<file path="src/rtl/mem_arbiter.sv">
// -----------------------------------------------------------------------------
// mem_arbiter
//
// Two-port controller in front of a single-port 256x8 RAM. The instruction
// fetch port (IF_*) and the data port (DA_*) are arbitrated round-robin. The
// winner's address, direction and write data are latched onto MAR/RNW/BUS_OUT.
// The controller then runs the RAM ENABLE/MFC handshake and returns a
// one-cycle ACK to the winner. A watchdog aborts an access whose MFC never
// arrives. When that happens, ERR is raised with the ACK and reads return 8'hFF.
//
// Parameters
//   TIMEOUT   ACCESS cycles without MFC before the access is aborted (2..255)
//
// Ports
//   CLK                 system clock, all state on the rising edge
//   RSTn                asynchronous active-low reset
//   IF_REQ, IF_ADDR     fetch request / address (read-only port)
//   DA_REQ, DA_ADDR     data request / address
//   DA_RNW, DA_WDATA    data direction (1 = read) / write data
//   IF_ACK, DA_ACK      one-cycle completion pulses
//   IF_RDATA, DA_RDATA  read data, held until the next ACK to that port
//   ERR                 pulses with ACK when the access timed out
//   MAR, RNW, BUS_OUT   RAM address, direction and write data
//   ENABLE              RAM enable
//   BUS_OE              BUS_OUT drives the shared bus (write ACCESS only)
//   MBR, MFC            RAM read data and memory-function-complete
// -----------------------------------------------------------------------------
module mem_arbiter #(
    parameter int unsigned TIMEOUT = 16
) (
    input  logic       CLK,
    input  logic       RSTn,
    input  logic       IF_REQ,
    input  logic [7:0] IF_ADDR,
    input  logic       DA_REQ,
    input  logic [7:0] DA_ADDR,
    input  logic       DA_RNW,
    input  logic [7:0] DA_WDATA,
    output logic       IF_ACK,
    output logic       DA_ACK,
    output logic [7:0] IF_RDATA,
    output logic [7:0] DA_RDATA,
    output logic       ERR,
    output logic [7:0] MAR,
    output logic       ENABLE,
    output logic       RNW,
    output logic [7:0] BUS_OUT,
    output logic       BUS_OE,
    input  logic [7:0] MBR,
    input  logic       MFC
);

    typedef enum logic [2:0] {
        ST_IDLE    = 3'd0,
        ST_SETUP   = 3'd1,
        ST_ACCESS  = 3'd2,
        ST_RELEASE = 3'd3,
        ST_DONE    = 3'd4
    } state_t;

    // Last watchdog count before the access is given up.
    localparam logic [7:0] TMO_LAST = 8'(TIMEOUT - 1);

    state_t     state_r;
    logic [7:0] cnt_r;
    logic       winner_da_r;   // 1 = data port owns the current access
    logic       last_da_r;     // 1 = data port was granted last (reset: favour fetch)
    logic       abort_r;       // current access ended by the watchdog
    logic       grant_da_s;
    logic       any_req_s;

    // Round-robin arbitration of the two request lines.
    always_comb begin
        grant_da_s = 1'b0;
        any_req_s  = IF_REQ | DA_REQ;
        if (IF_REQ && DA_REQ) begin
            grant_da_s = ~last_da_r;
        end else if (DA_REQ) begin
            grant_da_s = 1'b1;
        end else begin
            grant_da_s = 1'b0;
        end
    end

    // Access sequencer: grant, RAM handshake, watchdog and acknowledge.
    always_ff @(posedge CLK or negedge RSTn) begin
        if (!RSTn) begin
            state_r     <= ST_IDLE;
            cnt_r       <= 8'd0;
            winner_da_r <= 1'b0;
            last_da_r   <= 1'b1;
            abort_r     <= 1'b0;
            IF_ACK      <= 1'b0;
            DA_ACK      <= 1'b0;
            IF_RDATA    <= 8'h00;
            DA_RDATA    <= 8'h00;
            ERR         <= 1'b0;
            MAR         <= 8'h00;
            ENABLE      <= 1'b0;
            RNW         <= 1'b1;
            BUS_OUT     <= 8'h00;
            BUS_OE      <= 1'b0;
        end else begin
            case (state_r)
                ST_IDLE: begin
                    IF_ACK <= 1'b0;
                    DA_ACK <= 1'b0;
                    ERR    <= 1'b0;
                    if (any_req_s) begin
                        winner_da_r <= grant_da_s;
                        // The fetch port is read-only, so it never drives the bus.
                        MAR         <= grant_da_s ? DA_ADDR  : IF_ADDR;
                        RNW         <= grant_da_s ? DA_RNW   : 1'b1;
                        BUS_OUT     <= grant_da_s ? DA_WDATA : 8'h00;
                        state_r     <= ST_SETUP;
                    end else begin
                        state_r     <= ST_IDLE;
                    end
                end
                ST_SETUP: begin
                    // Address and direction have been stable for a full cycle.
                    ENABLE  <= 1'b1;
                    BUS_OE  <= ~RNW;
                    cnt_r   <= 8'd0;
                    state_r <= ST_ACCESS;
                end
                ST_ACCESS: begin
                    if (MFC) begin
                        if (RNW) begin
                            if (winner_da_r) begin
                                DA_RDATA <= MBR;
                            end else begin
                                IF_RDATA <= MBR;
                            end
                        end
                        ENABLE  <= 1'b0;
                        BUS_OE  <= 1'b0;
                        state_r <= ST_RELEASE;
                    end else if (cnt_r == TMO_LAST) begin
                        abort_r <= 1'b1;
                        if (RNW) begin
                            if (winner_da_r) begin
                                DA_RDATA <= 8'hFF;
                            end else begin
                                IF_RDATA <= 8'hFF;
                            end
                        end
                        ENABLE  <= 1'b0;
                        BUS_OE  <= 1'b0;
                        state_r <= ST_RELEASE;
                    end else begin
                        cnt_r   <= cnt_r + 8'd1;
                    end
                end
                ST_RELEASE: begin
                    // Wait for the RAM to drop MFC before acknowledging.
                    if (!MFC) begin
                        IF_ACK  <= ~winner_da_r;
                        DA_ACK  <= winner_da_r;
                        ERR     <= abort_r;
                        state_r <= ST_DONE;
                    end else begin
                        state_r <= ST_RELEASE;
                    end
                end
                ST_DONE: begin
                    IF_ACK    <= 1'b0;
                    DA_ACK    <= 1'b0;
                    ERR       <= 1'b0;
                    abort_r   <= 1'b0;
                    last_da_r <= winner_da_r;
                    state_r   <= ST_IDLE;
                end
                default: begin
                    // Unreachable encoding: park safely with the RAM disabled.
                    IF_ACK    <= 1'b0;
                    DA_ACK    <= 1'b0;
                    ERR       <= 1'b0;
                    abort_r   <= 1'b0;
                    ENABLE    <= 1'b0;
                    BUS_OE    <= 1'b0;
                    state_r   <= ST_IDLE;
                end
            endcase
        end
    end

endmodule

</file>
<file path="config.mk">
export PLATFORM = sky130hd
export DESIGN_NAME = mem_arbiter
export DESIGN_NICKNAME = d
export VERILOG_FILES = /design/src/rtl/mem_arbiter.sv
export SDC_FILE = /design/constraint.sdc
export NUM_CORES = 1
export LEC_CHECK = 0
export ABC_AREA = 1
export BUFFER_PORTS_ARGS = -buffer_cell sky130_fd_sc_hd__buf_2
export CAP_MARGIN = 30
export CORE_MARGIN = 2
export CORE_UTILIZATION = 40
export CTS_CLUSTER_DIAMETER = 30
export DETAILED_ROUTE_END_ITERATION = 10
export PLACE_DENSITY = 0.68
export SYNTH_ARGS = -nofsm -noshare
export SYNTH_HDL_FRONTEND = slang
export SYNTH_SLANG_ARGS = --single-unit
</file>
<file path="constraint.sdc">
create_clock -name CLK -period 2.54 [get_ports CLK]
set_input_delay 0.508 -clock CLK [delete_from_list [all_inputs] [get_ports CLK]]
set_output_delay 0.508 -clock CLK [all_outputs]
set_load 0.01 [all_outputs]
</file>
# Yosys cells after proc, flatten, opt, wreduce, memory -nomap -nowiden

Index checks and enable logic that the tools add are counted.

Multiplexer cells: 38
Add/subtract/negate cells: 1
Bitwise operators: 7
Reductions and logical operators: 14
Eq/ne operators: 12

Operators by type and width:

| kind                                                | count |
|---|---|
| 2-to-1 mux 8 bit                                    | 16 |
| one-hot mux 8 bit (2 select lines)                  | 1 |
| != test 2 bit, second input constant                | 6 |
| one-hot mux 3 bit (4 select lines)                  | 1 |
| 2-to-1 mux 1 bit                                    | 11 |
| AND reduction 5 bit                                 | 2 |
| 2-to-1 mux 3 bit                                    | 3 |
| adder 8 x 1 -> 8 bit, second input constant         | 1 |
| equality test 8 x 4 -> 1 bit, second input constant | 1 |
| one-hot mux 1 bit (2 select lines)                  | 4 |
| equality test 3 x 2 -> 1 bit, second input constant | 2 |
| inverter 1 bit                                      | 6 |
| one-hot mux 1 bit (3 select lines)                  | 2 |
| AND reduction 2 bit                                 | 3 |
| AND reduction 3 bit                                 | 2 |
| OR reduction 3 bit                                  | 2 |
| nonzero test 2 bit                                  | 2 |
| equality test 3 x 1 -> 1 bit, second input constant | 1 |
| equality test 3 bit, second input constant          | 1 |
| logical NOT 3 bit                                   | 1 |
| != test 3 bit, second input constant                | 1 |
| OR reduction 2 bit                                  | 1 |
| logical AND 1 bit                                   | 1 |
| bitwise OR 1 bit                                    | 1 |

Input bits: 38
Logic and storage cells: 87
Register bits: 52

# Longest topological paths before layout

Gate-level depths: netlist of run 1.

Depth after elaboration: 4
Mapped depth: 9
Gate-level depth less buffers: 9

# Worst setup path after synthesis of run 1

OpenSTA, ideal clock, no wires.

Path type: input to register
Start: input port MFC
End: register IF_RDATA[0]
Arrival: 1.190 ns
Required time: 2.423 ns
Setup slack: 1.233 ns
Stages: 6
Cells stage by stage: inv_1 clkbuf_1 nand2_4 buf_6 nand4_1 nand2_1

Longest elaborated chain between the ends: 2

RTL lines:

| what                                                                        | line | source |
|---|---|---|
| start: declaration                                                          | 50   | `input logic MFC` |
| != test 2 bit (no source line) / nonzero test 2 bit (equally long branches) | -    |  |
| AND reduction 5 bit (no source line)                                        | -    |  |
| end signal: assignment                                                      | 95   | `IF_RDATA <= 8'h00;` |
| end signal: assignment                                                      | 133  | `IF_RDATA <= MBR;` |
| end signal: assignment                                                      | 145  | `IF_RDATA <= 8'hFF;` |
| end: declaration                                                            | 41   | `output logic [7:0] IF_RDATA,` |

Several ways; a longest one is shown, not always the timed one.
A chain may end at the register's enable or synchronous reset.

# Worst setup path after layout of run 1

Start: register state_r[0]
End: register BUS_OUT[4]

Longest elaborated chain between the ends: 2

RTL lines:

| what                                 | line | source |
|---|---|---|
| start: declaration                   | 64   | `state_t state_r;` |
| start signal: assignment             | 88   | `state_r <= ST_IDLE;` |
| start signal: assignment             | 115  | `state_r <= ST_SETUP;` |
| start signal: assignment             | 117  | `state_r <= ST_IDLE;` |
| logical NOT 3 bit                    | 104  | `case (state_r)` |
| AND reduction 2 bit (no source line) | -    |  |
| end signal: assignment               | 114  | `BUS_OUT <= grant_da_s ? DA_WDATA : 8'h00;` |
| end: declaration                     | 47   | `output logic [7:0] BUS_OUT,` |

Every way passes these cells.

==> impl_metrics.json, run 1 <==
{
  "critPathTopFamily": "simple AND/OR/NAND/NOR gates",
  "endpoint_kind": "register",
  "cts_sinks": 52,
  "die_h_um": 82.42,
  "powerDensity_nw_per_um2": 1096,
  "num_vias": 2144,
  "synth_cells": 292,
  "cts_buffer_depth": 2,
  "critPathSlowestCell": "dfrtp_1",
  "final_common_cell": "nand2_1",
  "globalRouteMet3Util_pct": 4.674,
  "drt_iter0_drc": 75,
  "drt-vias-per-instance": 4.818,
  "crit_cells": 7,
  "critPathMaxFanout": 12,
  "synth_flop_cell": "dfrtp_1",
  "maxClockFrequency_ghz": 0.6350,
  "fin_worst_skew_ns": 0.009309,
  "slew_violations": 0,
  "tns_ns": 0,
  "dp.cells": 437,
  "outcome": "complete, no violations",
  "final_cells": 445,
  "worst_ep_arrival_time_ns": 1.83,
  "cp_common_cell": "nand2_1",
  "wl_per_cell_um": 11.80,
  "clock_latency_ns": 0.31,
  "io_pins": 76,
  "hold_class": "input port to asynchronous set/reset pin",
  "yosysSeqAreaShare_pct": 53.00,
  "gp_congestion": 0.8605,
  "irDropWorstVdd_mv": 0.4937,
  "drive_above_1_share_pct": 31.62,
  "rr_worst_depth": 7,
  "drcViolationCount": 0,
  "ctsResizeCount": 0,
  "rsz0062_at_grt": "no",
  "cts_tree": "done",
  "cpPeakStageDelay_ns": 0.45,
  "die_area_um2": 6793,
  "critPathLaunch": "state_r[0]",
  "slew-limit-headroom_pct": 54.55,
  "holdWs_ns": 0.2275,
  "grt_pass1_wl_mm": 8.942,
  "totalWireLength_mm": 5.250,
  "antenna_left": 0,
  "antenna_found_initial": 0,
  "overflow": 0,
  "power_leakage_nw": 1.636,
  "final_cell_mix": "nand2_1 (108), buf_2 (75), dfrtp_1 (50), nor2_1 (20), nand4_1 (17)",
  "critPathRequiredTime_ns": 2.79,
  "synth_edf_count": 0,
  "die_w_um": 82.42,
  "synthTopCellsByArea": "dfrtp_1 (51%), nand2_1 (16%), nand4_1 (4.3%)",
  "grtUsageMet2_pct": 26.13,
  "finalHoldViolCount": 0,
  "netlist_area_um2": 2460,
  "grt_use_met1_pct": 23.94,
  "clkTransAtPathRegs_ns": 0.10,
  "setup-violations-final": 0,
  "antennaDiodeCount": 0,
  "cp_num_buf_inv": 1,
  "nets": 408,
  "grt_max_degree": 31,
  "initial_core_util_pct": 41.55,
  "r2r_start": "state_r[0]",
  "hold_buffers": 0,
  "cp-start-kind": "register",
  "syn_to_final_growth_pct": 21.16,
  "cts-root-buf": "clkbuf_8",
  "yosysWarnings": 0,
  "synth_cell_types": 31,
  "path_cells": "nor2_2 > nand2_1 > nor2_2 > nand2_1 > inv_2 > nand2_1 > nand2_1",
  "yosysTopAreaCell": "dfrtp_1",
  "synth-seq-cells": 52,
  "tightest_slew_ns": 0.6817,
  "period_needed_ns": 1.575,
  "core_um2": 5921,
  "grt_pass1_vias": 1997,
  "gr-usage-all-layers_pct": 17.02,
  "cts-buffers-inserted": 5,
  "crit_type": "register to register",
  "synth_top_cell_area_share_pct": 50.86,
  "top_usage_layer": "met2",
  "fin_crit_sh_pct": 62.00,
  "syn_nets": 331,
  "maxCapViolCount": 0,
  "post_cts.repair.setup_buffers": 0,
  "avgSynthCellArea_um2": 8.424,
  "drtPass1Iterations": 4,
  "synthArstFlopShare_pct": 100.0,
  "row_count": 28,
  "port_buffers": 75,
  "dp_hpwl_mm": 3.959,
  "htree_levels": 2
}
metal layers:
layer / wire length (µm) / vias up
met4: 59 / 0
li1: - / 1092
met2: 2290 / 82
met3: 385 / 8
met1: 2515 / 962
met5: 0 / -
state kept, by name, summed over array words and instances (netlist names):
name / cells
ERR: 1
cnt_r: 8
last_da_r: 1
IF_RDATA: 8
BUS_OE: 1
RNW: 1
BUS_OUT: 8
winner_da_r: 1
DA_RDATA: 8
DA_ACK: 1
abort_r: 1
state_r: 3
IF_ACK: 1
MAR: 8
ENABLE: 1
cell usage after synthesis, types with 3 or more instances:
library cell	number
a21oi_1	3
dfrtp_1	50
inv_1	13
inv_2	7
nand2_1	108
nand2_2	3
nand2_4	3
nand3_1	14
nand4_1	17
nor2_1	20
nor2_2	4
o21ai_0	11
o21ai_1	8
or2_2	8
cell families after synthesis:
| family | synth area share [%] |
|---|---|
| simple gates | 35.20 |
| fa+ha+maj | 0.5086 |
| compound gates | 5.697 |
| buf+inv | 5.239 |
| xor+xnor | 0.3561 |
| flops | 53.00 |
layout make-up:
type / instances / area [µm²]
Tap cell: 75 / 93.84
Fill cell: 578 / 2940
Multi-Input combinational cell: 212 / 1027
Clock buffer: 6 / 72.57
Sequential cell: 52 / 1304
Timing Repair Buffer: 77 / 390.4
Clock inverter: 2 / 13.76
Inverter: 21 / 78.83
worst register-to-register path: cells and delay by family, from the launching register on:
kind | cells | cell delay [ns]
simple gates | 6 | 0.93
flops | 1 | 0.45
buf+inv | 1 | 0.16
power by group:
group | internal, mW | switching [mW] | total [mW]
clock network | 0.197 | 0.278 | 0.475
logic | 0.502 | 0.881 | 1.38
registers | 1.18 | 0.229 | 1.41
total | 1.88 | 1.39 | 3.27
worst paths after layout:
kind | to | slack, ns
min in group CLK | BUS_OUT[6] | 0.39
worst max register to register | BUS_OUT[4] | 0.97
worst min register to register | DA_RDATA[6] | 0.47
worst min-delay path | cnt_r[5] | 0.23
max in group asynchronous | BUS_OUT[0] | 1.69
worst max-delay path | BUS_OUT[4] | 0.97
per-stage QoR:
step / area, µm² / setup WS, ns / utilization (%) / total power [mW]
final: 2980 / 0.9653 / 50.34 / 3.266
after global placement: 2894 / 0.9341 / 48.88 / 2.799
after global routing: 2980 / 0.7457 / 50.34 / 3.581
after floorplan: 2460 / 1.233 / - / 2.346
after CTS: 2980 / 0.9567 / 50.34 / 3.303
after detailed placement: 2894 / 0.9285 / 48.88 / 2.819
Power figures use the tool's default switching activity.
==> inputs of run 2 (changes only) <==
--- a/config.mk
+++ b/config.mk
@@ -5,14 +5,14 @@
 export SDC_FILE = /design/constraint.sdc
 export NUM_CORES = 1
 export LEC_CHECK = 0
-export ABC_AREA = 1
+export ABC_AREA = 0
 export BUFFER_PORTS_ARGS = -buffer_cell sky130_fd_sc_hd__buf_2
 export CAP_MARGIN = 30
 export CORE_MARGIN = 2
 export CORE_UTILIZATION = 40
 export CTS_CLUSTER_DIAMETER = 30
 export DETAILED_ROUTE_END_ITERATION = 10
-export PLACE_DENSITY = 0.68
+export PLACE_DENSITY = 0.71
 export SYNTH_ARGS = -nofsm -noshare
 export SYNTH_HDL_FRONTEND = slang
 export SYNTH_SLANG_ARGS = --single-unit
==> constraint.sdc (replaced) <==
create_clock -name CLK -period 1.4 [get_ports CLK]
set_input_delay 0.28 -clock CLK [delete_from_list [all_inputs] [get_ports CLK]]
set_output_delay 0.28 -clock CLK [all_outputs]
set_load 0.01 [all_outputs]
==> run 2 against run 1 <==
  * The flow now finishes with violations (setup timing)
  * Wire length increased by 16%
  * Largest cell class unchanged
  * Die area down 3.2%
  * Worst hold slack got worse by 0.032 ns
  * Highest routed layer unchanged
  * Clock skew shrank 0.0072 ns
==> impl_metrics.json, run 2 <==
{
  "outcome": "finished with violations",
  "grt_pass1_wl_mm": 9.156,
  "dp.cells": 387,
  "cp_num_buf_inv": 1,
  "yosysTopAreaCell": "dfrtp_1",
  "power_leakage_nw": 1.750,
  "holdPathStages": 3,
  "multi_input_area_um2": 1196,
  "period_needed_ns": 1.884,
  "irDropWorstVdd_mv": 1.040,
  "die_area_um2": 6579,
  "die_h_um": 81.11,
  "antenna_found_initial": 0,
  "netlist_area_um2": 2379,
  "totalWireLength_mm": 6.110,
  "cts-buffers-inserted": 5,
  "drtPass1Iterations": 4,
  "reg2reg_to": "DA_RDATA[5]",
  "cts_tree": "done",
  "critPathTopFamily": "simple AND/OR/NAND/NOR gates",
  "synth.most_common_cell": "dfrtp_1",
  "slew_violations": 0,
  "synth-simple-area-share_pct": 15.83,
  "synthArstFlopShare_pct": 100.0,
  "grt_max_degree": 33,
  "min_to": "BUS_OUT[2]",
  "syn_nets": 254,
  "die_w_um": 81.11,
  "powerDensity_nw_per_um2": 2015,
  "endpoint_kind": "register",
  "final_common_cell": "buf_2",
  "core_um2": 5816,
  "synth_cell_types": 40,
  "rr_worst_depth": 5,
  "synth_edf_count": 0,
  "num_vias": 2024,
  "dp_hpwl_mm": 4.062,
  "htree_levels": 2,
  "cts_buffer_depth": 2,
  "synth_flop_cell": "dfrtp_1",
  "critPathLaunch": "cnt_r[7]",
  "syn_to_final_growth_pct": 48.40,
  "io_pins": 76,
  "tightest_slew_ns": 0.4290,
  "finalHoldViolCount": 0,
  "drt-vias-per-instance": 4.985,
  "drcViolationCount": 0,
  "fin_ws_ns": -0.4842,
  "drt_iter0_drc": 85,
  "final_cells": 406,
  "slew-limit-headroom_pct": 71.40,
  "fin_crit_sh_pct": 134.6,
  "worstHoldStart": "DA_WDATA[2]",
  "cts-root-buf": "clkbuf_8",
  "rsz0062_at_grt": "yes",
  "reg2reg_setup_slack_ns": -0.48,
  "maxClockFrequency_ghz": 0.5307,
  "path_cells": "or4_4 > nor2_4 > buf_6 > o2111ai_4 > mux2_4",
  "gp_congestion": 0.7969,
  "clock_latency_ns": 0.30,
  "maxCapViolCount": 0,
  "cp-start-kind": "register",
  "hold_class": "input port to register",
  "setup-violations-final": 28,
  "critPathMaxFanout": 8,
  "critPathRequiredTime_ns": 1.59,
  "grt_pass1_vias": 1988,
  "fillCellCount": 515,
  "synthAdderAreaFrac_pct": 0.5260,
  "nets": 369,
  "initial_core_util_pct": 40.90,
  "final_cell_mix": "buf_2 (74), dfrtp_1 (50), buf_4 (31), o21ai_1 (12)",
  "crit_type": "register to register",
  "cpPeakStageDelay_ns": 0.56,
  "synth_xor_area_share_pct": 0.3682,
  "synth-seq-cells": 52,
  "yosysWarnings": 0,
  "fin_worst_skew_ns": 0.002083,
  "power_mw": 7.112,
  "gr-usage-all-layers_pct": 17.89,
  "ff_latch_area_um2": 1304,
  "synthTopCellsByArea": "dfrtp_1 (53%), mux2_2 (9.0%), o21ai_0 (4.8%)",
  "antennaDiodeCount": 0,
  "row_count": 28,
  "wl_per_cell_um": 15.05,
  "synthMuxAreaShare_pct": 12.36,
  "synth_cells": 215,
  "cts_sinks": 52,
  "worst_ep_arrival_time_ns": 2.08,
  "port_buffers": 75,
  "avgSynthCellArea_um2": 11.06,
  "synth_top_family_by_area": "simple AND/OR/NAND/NOR gates",
  "antenna_left": 0,
  "critPathSlowestCell": "or4_4",
  "synth_compound_area_share_pct": 13.20,
  "r2r_start": "cnt_r[7]",
  "overflow": 0,
  "synth_common_cells": "dfrtp_1 (50), nand2_1 (27), o21ai_0 (23), mux2_2 (19), nand2b_1 (11)",
  "yosysSeqAreaShare_pct": 54.81,
  "clkTransAtPathRegs_ns": 0.09,
  "drive_above_1_share_pct": 56.19,
  "crit_cells": 5,
  "holdWs_ns": 0.1956,
  "violations": "setup timing",
  "synth_top_cell_area_share_pct": 52.60
}
run 2: changes by cell type after synthesis, sizes merged, moves of 5 or more:
cell	delta
nor2	-14
clkbuf	+6
or2	-8
nand2	-87
nand3	-12
mux2i	+8
inv	-14
and3	+5
nand4	-17
mux2	+19
nand2b	+11
o21ai	+5
run 2: stage by stage:
stage | cell area (µm²) | setup slack, ns | setup TNS [ns] | util [%]
6_report | 3530 | -0.4842 | -11.59 | 60.69
5_1_grt | 3530 | -0.5529 | -13.87 | 60.69
4_1_cts | 3278 | -0.4661 | -11.27 | 56.37
3_5_place_dp | 3087 | -0.4922 | -11.05 | 53.08
3_3_place_gp | 3087 | -0.4601 | -10.18 | 53.08
2_1_floorplan | 2380 | -0.4333 | -7.891 | -
run 2: worst max path at each step:
stage             endpoint  slack [ns]
2_1_floorplan  IF_RDATA[0]       -0.43
3_3_place_gp   IF_RDATA[7]       -0.46
3_5_place_dp   IF_RDATA[0]       -0.49
4_1_cts        DA_RDATA[4]       -0.47
5_1_grt        DA_RDATA[5]       -0.55
6_report       DA_RDATA[5]       -0.48
run 2: power by group:
part | internal (mW) | switching [mW] | leakage, nW
registers | 2.15 | 0.439 | 0.646
logic | 1.81 | 1.68 | 1.05
clock network | 0.541 | 0.497 | 0.0558
run 2: worst min-delay path: cells and delay by family:
family                 cells  cell delay (ns)
AO/OA/AOI/OAI              1             0.05
buffers and inverters      1             0.09
AND/OR/NAND/NOR            1             0.05
run 2: what timing repair did:
item / 4_1_cts / 5_1_grt
setup endpoints to repair: 47 / 46
pin swaps: 4 / 17
gates resized for setup: 14 / 62
hold buffers: 1 / 0
gates cloned: 0 / 3
endpoints found under the hold margin: 12 / 0
buffers inserted: 3 / 4
run 2: metal layers:
layer	vias to the layer above	wire, µm	GRT usage (%)
met5	-	0	0
met4	0	57	5.254
met3	5	203	3.444
met2	41	3155	28.51
met1	992	2693	24.87
li1	986	-	-
run 2: kinds of logic (layout without fill, tap and decap cells):
family                     after synthesis  after routing
AOI/OAI and AO/OA                       46             46
xor gates and xnor gates                 1              1
adders and majority gates                1              1
buffers and inverters                   16            132
DFF                                     52             52
muxes                                   27             27
and+or+nand+nor                         72             72
run 2: final cells by class:
class                           count  share of cell area [%]
Sequential cell                    52                   36.94
Clock buffer                        6                   2.056
Inverter                            6                  0.6381
Multi-Input combinational cell    147                   33.89
Clock inverter                      2                   1.099
Tap cell                           75                   2.659
Timing Repair Buffer              118                   22.72
==> inputs of run 3 (changes only) <==
--- a/config.mk
+++ b/config.mk
@@ -12,6 +12,7 @@
 export CORE_UTILIZATION = 40
 export CTS_CLUSTER_DIAMETER = 30
 export DETAILED_ROUTE_END_ITERATION = 10
+export MAX_ROUTING_LAYER = met4
 export PLACE_DENSITY = 0.71
 export SYNTH_ARGS = -nofsm -noshare
 export SYNTH_HDL_FRONTEND = slang
==> run 3 against run 2 <==
  * The flow still finishes with violations (setup timing)
  * Clock skew about the same
  * Sequential power about the same
  * Via count grew 0.15%
  * Highest routed layer unchanged
==> impl_metrics.json, run 3 (synthesis gave the netlist of run 2 again) <==
{
  "drtPass1Iterations": 4,
  "final_common_cell": "buf_2",
  "holdPathStages": 3,
  "powerDensity_nw_per_um2": 2014,
  "final_cell_mix": "buf_2 (74), dfrtp_1 (50), buf_4 (31), o21ai_1 (12)",
  "drive_above_1_share_pct": 56.19,
  "htree_levels": 2,
  "final_cells": 406,
  "num_vias": 2027,
  "io_pins": 76,
  "path_cells": "or4_4 > nor2_4 > buf_6 > o2111ai_4 > mux2_4",
  "tns_ns": -11.58,
  "critPathSlowestCell": "or4_4",
  "hold_class": "input port to register",
  "grt_max_degree": 33,
  "cts_tree": "done",
  "endpoint_kind": "register",
  "violations": "setup timing",
  "die_h_um": 81.11,
  "syn_to_final_growth_pct": 48.40,
  "min_to": "BUS_OUT[2]",
  "cp_num_buf_inv": 1,
  "rsz0062_at_grt": "yes",
  "outcome": "finished with violations",
  "r2r_start": "cnt_r[7]",
  "critPathRequiredTime_ns": 1.59,
  "critPathMaxFanout": 8,
  "clock_latency_ns": 0.30,
  "antenna_left": 0,
  "antennaDiodeCount": 0,
  "die_w_um": 81.11,
  "worst_ep_arrival_time_ns": 2.08,
  "antenna_found_initial": 0,
  "critPathTopFamily": "simple AND/OR/NAND/NOR gates",
  "grt_pass1_wl_mm": 9.170,
  "setup-violations-final": 28,
  "nets": 369,
  "reg2reg_to": "DA_RDATA[5]",
  "initial_core_util_pct": 40.90,
  "fin_ws_ns": -0.4829,
  "crit_type": "register to register",
  "rr_worst_depth": 5,
  "fillCellCount": 515,
  "slew-limit-headroom_pct": 70.90,
  "gr-usage-all-layers_pct": 18.46,
  "port_buffers": 75,
  "core_um2": 5816,
  "cts_sinks": 52,
  "gp_congestion": 0.8083,
  "drt_iter0_drc": 84,
  "maxCapViolCount": 0,
  "fin_crit_sh_pct": 134.5,
  "dp_hpwl_mm": 4.062,
  "irDropWorstVdd_mv": 1.040,
  "tightest_slew_ns": 0.4365,
  "cpPeakStageDelay_ns": 0.56,
  "drt-vias-per-instance": 4.993,
  "dp.cells": 387,
  "reg2reg_setup_slack_ns": -0.48,
  "maxClockFrequency_ghz": 0.5311,
  "overflow": 0,
  "cp-start-kind": "register",
  "worstHoldStart": "DA_WDATA[2]",
  "finalHoldViolCount": 0,
  "power_leakage_nw": 1.750,
  "wl_per_cell_um": 15.05,
  "die_area_um2": 6579,
  "row_count": 28,
  "clkTransAtPathRegs_ns": 0.09,
  "cts-root-buf": "clkbuf_8",
  "period_needed_ns": 1.883,
  "fin_worst_skew_ns": 0.002462,
  "cts_buffer_depth": 2,
  "cts-buffers-inserted": 5,
  "drcViolationCount": 0,
  "grt_pass1_vias": 1988,
  "slew_violations": 0,
  "totalWireLength_mm": 6.109
}
-- run 3: report_power, final --
part | switching (mW) | internal [mW]
Clock | 0.495 | 0.541
Sequential | 0.439 | 2.15
Combinational | 1.68 | 1.81
-- run 3: tightest hold or removal path: cells and delay by family --
kind | cells | cell delay [ns]
and+or+nand+nor | 1 | 0.05
buffers and inverters | 1 | 0.09
AOI/OAI and AO/OA | 1 | 0.05
-- run 3: how the worst max path moves through the flow --
stage,start,to,slack (ns),depth (start not counted)
3_3_place_gp,cnt_r[5],IF_RDATA[7],-0.46,5
4_1_cts,cnt_r[5],DA_RDATA[4],-0.47,5
6_report,cnt_r[7],DA_RDATA[5],-0.48,5
2_1_floorplan,cnt_r[5],IF_RDATA[0],-0.43,5
5_1_grt,cnt_r[7],DA_RDATA[5],-0.55,5
3_5_place_dp,cnt_r[5],IF_RDATA[0],-0.49,5
-- run 3: layout make-up --
class	instances	area (µm²)	share of cell area, %
Clock inverter	2	38.79	1.099
Sequential cell	52	1304	36.94
Multi-Input combinational cell	147	1196	33.89
Clock buffer	6	72.57	2.056
Timing Repair Buffer	118	802.0	22.72
Tap cell	75	93.84	2.659
Inverter	6	22.52	0.6381
-- run 3: layer usage --
metal  vias to the layer above  track usage, %  routed length (µm)
li1                        987               -                   -
met1                       989           25.09                2710
met2                        46           28.51                3128
met3                         5           3.333                 202
met4                         0           5.254                  68
met5                         -               -                   0
-- run 3: per-stage QoR --
stage	power, mW	util (%)	setup WS [ns]	cell area [µm²]	hold WS (ns)
final	7.109	60.69	-0.4829	3530	0.1957
after detailed placement	5.252	53.08	-0.4922	3087	0.2476
after global routing	7.598	60.69	-0.5529	3530	0.1904
after CTS	6.416	56.37	-0.4661	3278	0.1982
after floorplan	3.943	-	-0.4333	2380	-0.01559
after global placement	5.166	53.08	-0.4601	3087	0.2284
-- run 3: repair_timing --
| item | 4_1_cts | 5_1_grt |
|---|---|---|
| hold buffers | 1 | 0 |
| hold endpoints to repair | 12 | 0 |
| resized for setup | 14 | 62 |
| buffers inserted | 3 | 4 |
| setup endpoints to repair | 47 | 46 |
| gates cloned | 0 | 3 |
| pin swaps | 4 | 17 |
